$ cat config.mk
export PLATFORM = sky130hd
export DESIGN_NAME = interupt_responder_flat
export DESIGN_NICKNAME = d
export VERILOG_FILES = /design/src/rtl/interupt_responder_if.sv /design/src/rtl/interupt_responder.sv /design/src/flat_wrapper.sv
export SDC_FILE = /design/constraint.sdc
export NUM_CORES = 1
export LEC_CHECK = 0
export CAP_MARGIN = 15
export CORE_MARGIN = 5
export CORE_UTILIZATION = 45
export CTS_BUF_LIST = sky130_fd_sc_hd__clkbuf_4 sky130_fd_sc_hd__clkbuf_8
export DETAILED_ROUTE_END_ITERATION = 7
export GPL_TIMING_DRIVEN = 1
export PLACE_DENSITY = 0.79
export SETUP_SLACK_MARGIN = 0.15
export SYNTH_ARGS = -nofsm -noshare
export SYNTH_HDL_FRONTEND = slang
export SYNTH_SLANG_ARGS = --single-unit
$ cat constraint.sdc
create_clock -name system_clock -period 11.1 [get_ports system_clock]
set_input_delay 2.775 -clock system_clock [delete_from_list [all_inputs] [get_ports system_clock]]
set_output_delay 2.775 -clock system_clock [all_outputs]
set_load 0.01 [all_outputs]
$ cat src/rtl/interupt_responder_if.sv
`default_nettype none
// ============================================================================
// Module      : interupt_responder_if
// Description : Bus bundle between the interrupt aggregator / CPU core and the
//               interrupt responder.
//               master : the aggregator/CPU side. It drives requests, mask
//                        writes and the taken/done strobes.
//               slave  : the responder. It drives acknowledge, mask readback,
//                        the CPU request, busy and spurious_count.
// Revision    : 1.0 - initial release
// ============================================================================
interface interupt_responder_if;
  logic [31:0] interupt_in;
  logic [31:0] interupt_ack;
  logic        mask_write;
  logic [31:0] mask_data;
  logic [31:0] mask_value;
  logic        cpu_irq;
  logic [4:0]  cpu_irq_vector;
  logic        cpu_irq_taken;
  logic        cpu_irq_done;
  logic        busy;
  logic [7:0]  spurious_count;

  modport master (
    output interupt_in, mask_write, mask_data, cpu_irq_taken, cpu_irq_done,
    input  interupt_ack, mask_value, cpu_irq, cpu_irq_vector, busy, spurious_count
  );

  modport slave (
    input  interupt_in, mask_write, mask_data, cpu_irq_taken, cpu_irq_done,
    output interupt_ack, mask_value, cpu_irq, cpu_irq_vector, busy, spurious_count
  );
endinterface
`default_nettype wire

$ cat src/rtl/interupt_responder.sv
`default_nettype none
// ============================================================================
// Module      : interupt_responder
// Description : CPU-side interrupt responder. It registers and masks 32 level
//               requests and picks the highest pending index. It hands that
//               index to the CPU with a request/taken/done handshake. It then
//               pulses a one-hot acknowledge and waits (with an optional
//               timeout) for the source to drop.
// Ports       : system_clock - rising-edge clock
//               system_reset - asynchronous active-high reset
//               bus          - interupt_responder_if.slave (requests, ack,
//                              mask write/readback, CPU handshake, status)
// Revision    : 1.0 - initial release
// ============================================================================
module interupt_responder #(
  parameter logic [31:0] RESET_MASK  = 32'hFF00_0000,
  parameter int unsigned ACK_TIMEOUT = 255
) (
  input  wire logic             system_clock,
  input  wire logic             system_reset,
  interupt_responder_if.slave   bus
);

  localparam logic [31:0] TIMEOUT_LOAD = 32'(ACK_TIMEOUT);
  localparam bit          TIMEOUT_EN   = (ACK_TIMEOUT != 0);

  typedef enum logic [1:0] {
    IDLE    = 2'd0,
    REQUEST = 2'd1,
    SERVICE = 2'd2,
    CLEAR   = 2'd3
  } state_t;

  state_t      state, state_next;
  logic [31:0] pending_r;
  logic [31:0] mask_r;
  logic [31:0] ack_r, ack_next;
  logic        irq_r, irq_next;
  logic [4:0]  vec_r, vec_next;
  logic [7:0]  spur_r, spur_next;
  logic [31:0] cnt_r, cnt_next;
  logic [4:0]  win_idx;

  // Highest set bit wins, so the last hit in an ascending scan is kept.
  always_comb begin
    win_idx = 5'd0;
    for (int i = 0; i < 32; i++) begin
      if (pending_r[i]) win_idx = 5'(i);
    end
  end

  // Sampling and mask. A mask write only reaches pending_r on the next edge.
  always_ff @(posedge system_clock or posedge system_reset) begin
    if (system_reset) begin
      mask_r    <= RESET_MASK;
      pending_r <= 32'd0;
    end else begin
      pending_r <= bus.interupt_in & mask_r;
      if (bus.mask_write) mask_r <= bus.mask_data;
    end
  end

  always_ff @(posedge system_clock or posedge system_reset) begin
    if (system_reset) begin
      state  <= IDLE;
      ack_r  <= 32'd0;
      irq_r  <= 1'b0;
      vec_r  <= 5'd0;
      spur_r <= 8'd0;
      cnt_r  <= 32'd0;
    end else begin
      state  <= state_next;
      ack_r  <= ack_next;
      irq_r  <= irq_next;
      vec_r  <= vec_next;
      spur_r <= spur_next;
      cnt_r  <= cnt_next;
    end
  end

  always_comb begin
    state_next = state;
    ack_next   = 32'd0;   // ack is a one-cycle pulse by default
    irq_next   = irq_r;
    vec_next   = vec_r;
    spur_next  = spur_r;
    cnt_next   = cnt_r;
    unique case (state)
      IDLE: begin
        if (pending_r != 32'd0) begin
          vec_next   = win_idx;
          irq_next   = 1'b1;
          state_next = REQUEST;
        end
      end
      REQUEST: begin
        // A withdrawn request beats a same-cycle taken strobe.
        if (!pending_r[vec_r]) begin
          irq_next   = 1'b0;
          state_next = IDLE;
          if (spur_r != 8'hFF) spur_next = spur_r + 8'd1;
        end else if (bus.cpu_irq_taken) begin
          irq_next   = 1'b0;
          state_next = SERVICE;
        end
      end
      SERVICE: begin
        if (bus.cpu_irq_done) begin
          ack_next   = 32'd1 << vec_r;
          cnt_next   = TIMEOUT_LOAD;
          state_next = CLEAR;
        end
      end
      CLEAR: begin
        // The raw input is checked here: a source masked during service must
        // still be seen to drop. The counter exits when it reaches zero, so
        // ACK_TIMEOUT=N gives N cycles in CLEAR.
        if (!bus.interupt_in[vec_r]) begin
          state_next = IDLE;
        end else if (TIMEOUT_EN && cnt_r <= 32'd1) begin
          cnt_next   = 32'd0;
          state_next = IDLE;
        end else if (cnt_r != 32'd0) begin
          cnt_next = cnt_r - 32'd1;
        end
      end
      default: state_next = IDLE;
    endcase
  end

  assign bus.interupt_ack    = ack_r;
  assign bus.mask_value      = mask_r;
  assign bus.cpu_irq         = irq_r;
  assign bus.cpu_irq_vector  = vec_r;
  assign bus.busy            = (state != IDLE);
  assign bus.spurious_count  = spur_r;

endmodule
`default_nettype wire

$ cat src/flat_wrapper.sv
// flat-port wrapper written by rule: the top's interface ports become plain ports
module interupt_responder_flat 
#(
  parameter logic [31:0] RESET_MASK  = 32'hFF00_0000,
  parameter int unsigned ACK_TIMEOUT = 255
)
  (system_clock, system_reset, bus_interupt_in, bus_mask_write, bus_mask_data, bus_cpu_irq_taken, bus_cpu_irq_done, bus_interupt_ack, bus_mask_value, bus_cpu_irq, bus_cpu_irq_vector, bus_busy, bus_spurious_count);
  interupt_responder_if bus_i ();
  input  wire logic system_clock;
  input  wire logic system_reset;
  input wire logic [$bits(bus_i.interupt_in)-1:0] bus_interupt_in;
  input wire logic [$bits(bus_i.mask_write)-1:0] bus_mask_write;
  input wire logic [$bits(bus_i.mask_data)-1:0] bus_mask_data;
  input wire logic [$bits(bus_i.cpu_irq_taken)-1:0] bus_cpu_irq_taken;
  input wire logic [$bits(bus_i.cpu_irq_done)-1:0] bus_cpu_irq_done;
  output wire logic [$bits(bus_i.interupt_ack)-1:0] bus_interupt_ack;
  output wire logic [$bits(bus_i.mask_value)-1:0] bus_mask_value;
  output wire logic [$bits(bus_i.cpu_irq)-1:0] bus_cpu_irq;
  output wire logic [$bits(bus_i.cpu_irq_vector)-1:0] bus_cpu_irq_vector;
  output wire logic [$bits(bus_i.busy)-1:0] bus_busy;
  output wire logic [$bits(bus_i.spurious_count)-1:0] bus_spurious_count;
  assign bus_i.interupt_in = bus_interupt_in;
  assign bus_i.mask_write = bus_mask_write;
  assign bus_i.mask_data = bus_mask_data;
  assign bus_i.cpu_irq_taken = bus_cpu_irq_taken;
  assign bus_i.cpu_irq_done = bus_cpu_irq_done;
  assign bus_interupt_ack = bus_i.interupt_ack;
  assign bus_mask_value = bus_i.mask_value;
  assign bus_cpu_irq = bus_i.cpu_irq;
  assign bus_cpu_irq_vector = bus_i.cpu_irq_vector;
  assign bus_busy = bus_i.busy;
  assign bus_spurious_count = bus_i.spurious_count;
  interupt_responder #(.RESET_MASK(RESET_MASK), .ACK_TIMEOUT(ACK_TIMEOUT)) u_core (.system_clock(system_clock), .system_reset(system_reset), .bus(bus_i));
endmodule
==> run metrics <==
result of the run=completed; Register-to-Register Setup Slack=7570 ps; grt peak-use layer=met2; IO Count=148; slew margin rel.=0.261; R2R cell count=7; vias=5040; top cells by area, synth=dfrtp_1 (52%), mux2_2 (6.1%), mux4_2 (5.9%), nor2_1 (4.7%), and2_1 (3.4%); post_cts resized=0; worst path required time=11420 ps; number of hold buffers added after CTS=0; FF-to-FF Start=u_core.cnt_r[24]$_DFFE_PP0P_; clock tree buffer depth=2; met1 usage=0.244; Hold Crit Start=u_core.bus.spurious_count[5]$_DFFE_PP0P_; root buffer cell=clkbuf_8; Critical Path End Type=flop; Hold Path End=u_core.bus.spurious_count[5]$_DFFE_PP0P_; area leader, netlist=dfrtp_1; antenna viol nets, final=0; Chip Width=130 µm; Port-buffer cells=147; final net count=786; Syn Inst Count=569; Crit Path Class=primary input to flop; setup bufs post-CTS=0; CP arrival=5410 ps; final setup vio count=0; Slew Viols, Final=0; Core Region=14400 µm²; initial antenna violation count=0; placed cell areas=8130 µm²; MaxCap Viol Count=0; Final min period=5080 ps; total track usage=0.202; Num CTS Buffers=17; flops & latches, synth=144; total placed cells including tap cells=879; worst hold-check path type=flop to flop; first-pass GRT wire length=26500 µm; Post-synth top flop=dfrtp_1; Yosys warning total=0; grt ovf=0; Fillers=1150; drt pass-1 iters=5; routing usage on met2=0.340; met3 Track Usage GR=0.0643; share of layout cells above drive strength 1=0.144; # diodes=0; Area growth syn-to-layout=31.7%; fin area=8570 µm²; reg-to-reg endpoint=u_core.cnt_r[21]$_DFFE_PP0P_; Cell Pwr Density=192 nW/µm²; Hold Violations, Final=0; CTS tree=built; clk sinks=144; setup skew after layout=12.8 ps; Worst setup SP type=primary input; RSZ-0062 raised after global routing=false; crit-path max FO=23; Fin Setup TNS=0 ps; vias per cell=5.53; Util after Layout=0.597; gpl congestion=0.922; Final HPWL DP=11900 µm; Max VDD drop=0.0865 mV; Reg clk slew, reported paths=80 ps; Routed wire per std cell=17.8 µm; Mapped Area=6510 µm²; syn avg cell area=11.4 µm²; vias in the first global route=5373; Post-synth ARST share=1.00; Hold Path Stages=1; Worst Max-Slew Pin Slew=1110 ps; Starting Density=0.453; final cell count without fillers=911; Site Rows=44; Max H-tree Level=4; Seq/Total Area, Yosys=0.555; net count after synthesis=641; largest net degree at the start of global routing=78; Die H=130 µm; final WL=16200 µm; Post-synth EDFFs=0; initial drt markers=242; worst skew pair latency=450 ps; share of the synthesized area in the top cell type=0.523; Total Die Area=17000 µm²; fmax=0.197 GHz; library cells used by synthesis=55; Residual DRC=0; final period utilization=0.458; Pleak=3.57 nW
[critical path, stage by stage]
cell and delay (ps):
clkdlybuf4s50_1 500, mux4_2 290, mux2i_1 90, a311oi_1 450, nand2_1 210, o31ai_4 750, or4_1 260, o22ai_1 80
[through the flow]
| step | hold WS [ps] | total power, mW | setup slack, ps |
|---|---|---|---|
| after CTS | 499 | 1.66 | 6050 |
| after detailed placement | 487 | 1.19 | 5540 |
| after global routing | 500 | 1.73 | 5800 |
| after global placement | 473 | 1.17 | 5660 |
| after floorplan | 472 | 0.989 | 4470 |
| final | 492 | 1.65 | 6020 |
[placed cells by master (no fill, tap or decap), types with 13 or more instances in the layout]
| cell | count |
|---|---|
| mux2_2 | 35 |
| nor4_1 | 20 |
| o21ai_0 | 24 |
| mux4_2 | 17 |
| dfrtp_1 | 136 |
| nor3_1 | 17 |
| inv_1 | 13 |
| clkbuf_8 | 17 |
| a21oi_1 | 19 |
| and2_1 | 35 |
| clkdlybuf4s50_1 | 147 |
| xnor2_1 | 25 |
| nor2_1 | 82 |
| nand2_1 | 23 |
[registers in the layout, indices dropped and copies added, names as in the netlist, named ones only]
signal,count
u_core.bus.mask_value,32
u_core.pending_r,32
u_core.bus.cpu_irq,1
u_core.bus.cpu_irq_vector,5
u_core.cnt_r,32
u_core.bus.interupt_ack,32
u_core.bus.spurious_count,8
u_core.state,1
[cells by family (layout without fill, tap and decap cells)]
| family | Yosys count | after routing | share of synthesized area |
|---|---|---|---|
| simple gates | 227 | 227 | 0.180 |
| flops | 144 | 144 | 0.555 |
| compound gates | 73 | 73 | 0.0713 |
| mux | 56 | 56 | 0.126 |
| buf+inv | 39 | 197 | 0.0261 |
| xor+xnor | 27 | 27 | 0.0363 |
| fa+ha+maj | 3 | 3 | 0.00577 |
[per-layer routing]
layer | vias to the layer above | wire length, µm | share of wire
met3 | 35 | 1320 | 0.081
met5 | - | 0 | 0
li1 | 2306 | - | -
met1 | 2478 | 6570 | 0.41
met2 | 221 | 7990 | 0.49
met4 | 0 | 335 | 0.021
[where the power goes]
part           switching [mW]  internal (mW)  leakage (nW)
clock                   0.211          0.252         0.220
sequential             0.0965          0.593          1.82
combinational           0.249          0.246          1.53
[how the worst max path moves through the flow]
| stage | endpoint | slack (ps) | startpoint |
|---|---|---|---|
| global route | u_core.cnt_r[21]$_DFFE_PP0P_ | 5800 | bus_interupt_in[14] |
| CTS | u_core.cnt_r[17]$_DFFE_PP0P_ | 6050 | bus_interupt_in[14] |
| global placement | u_core.cnt_r[21]$_DFFE_PP0P_ | 5660 | bus_interupt_in[14] |
| detailed placement | u_core.cnt_r[17]$_DFFE_PP0P_ | 5540 | bus_interupt_in[18] |
| finish | u_core.cnt_r[21]$_DFFE_PP0P_ | 6020 | bus_interupt_in[14] |
| floorplan | asynchronous set/reset pin | 4470 | system_reset |
[synthesized netlist by cell type, types with 6 or more instances]
library cell / number
a21oi_1: 19
and2_1: 35
clkbuf_1: 12
dfrtp_1: 136
dfstp_2: 8
inv_1: 14
mux2_2: 35
mux4_2: 17
nand2_1: 23
nand3_1: 7
nor2_1: 82
nor3_1: 17
nor4_1: 20
o21ai_0: 24
or3_1: 6
or4_1: 6
xnor2_1: 25
[layout make-up]
cell class | count | area, µm² | share of cell area
Sequential cell | 144 | 3610 | 0.421
Multi-Input combinational cell | 386 | 2730 | 0.318
Clock buffer | 18 | 241 | 0.0282
Clock inverter | 14 | 204 | 0.0238
Timing Repair Buffer | 151 | 1500 | 0.175
Tap cell | 184 | 230 | 0.0268
Inverter | 14 | 57.6 | 0.00671
Power figures use the tool's default switching activity.
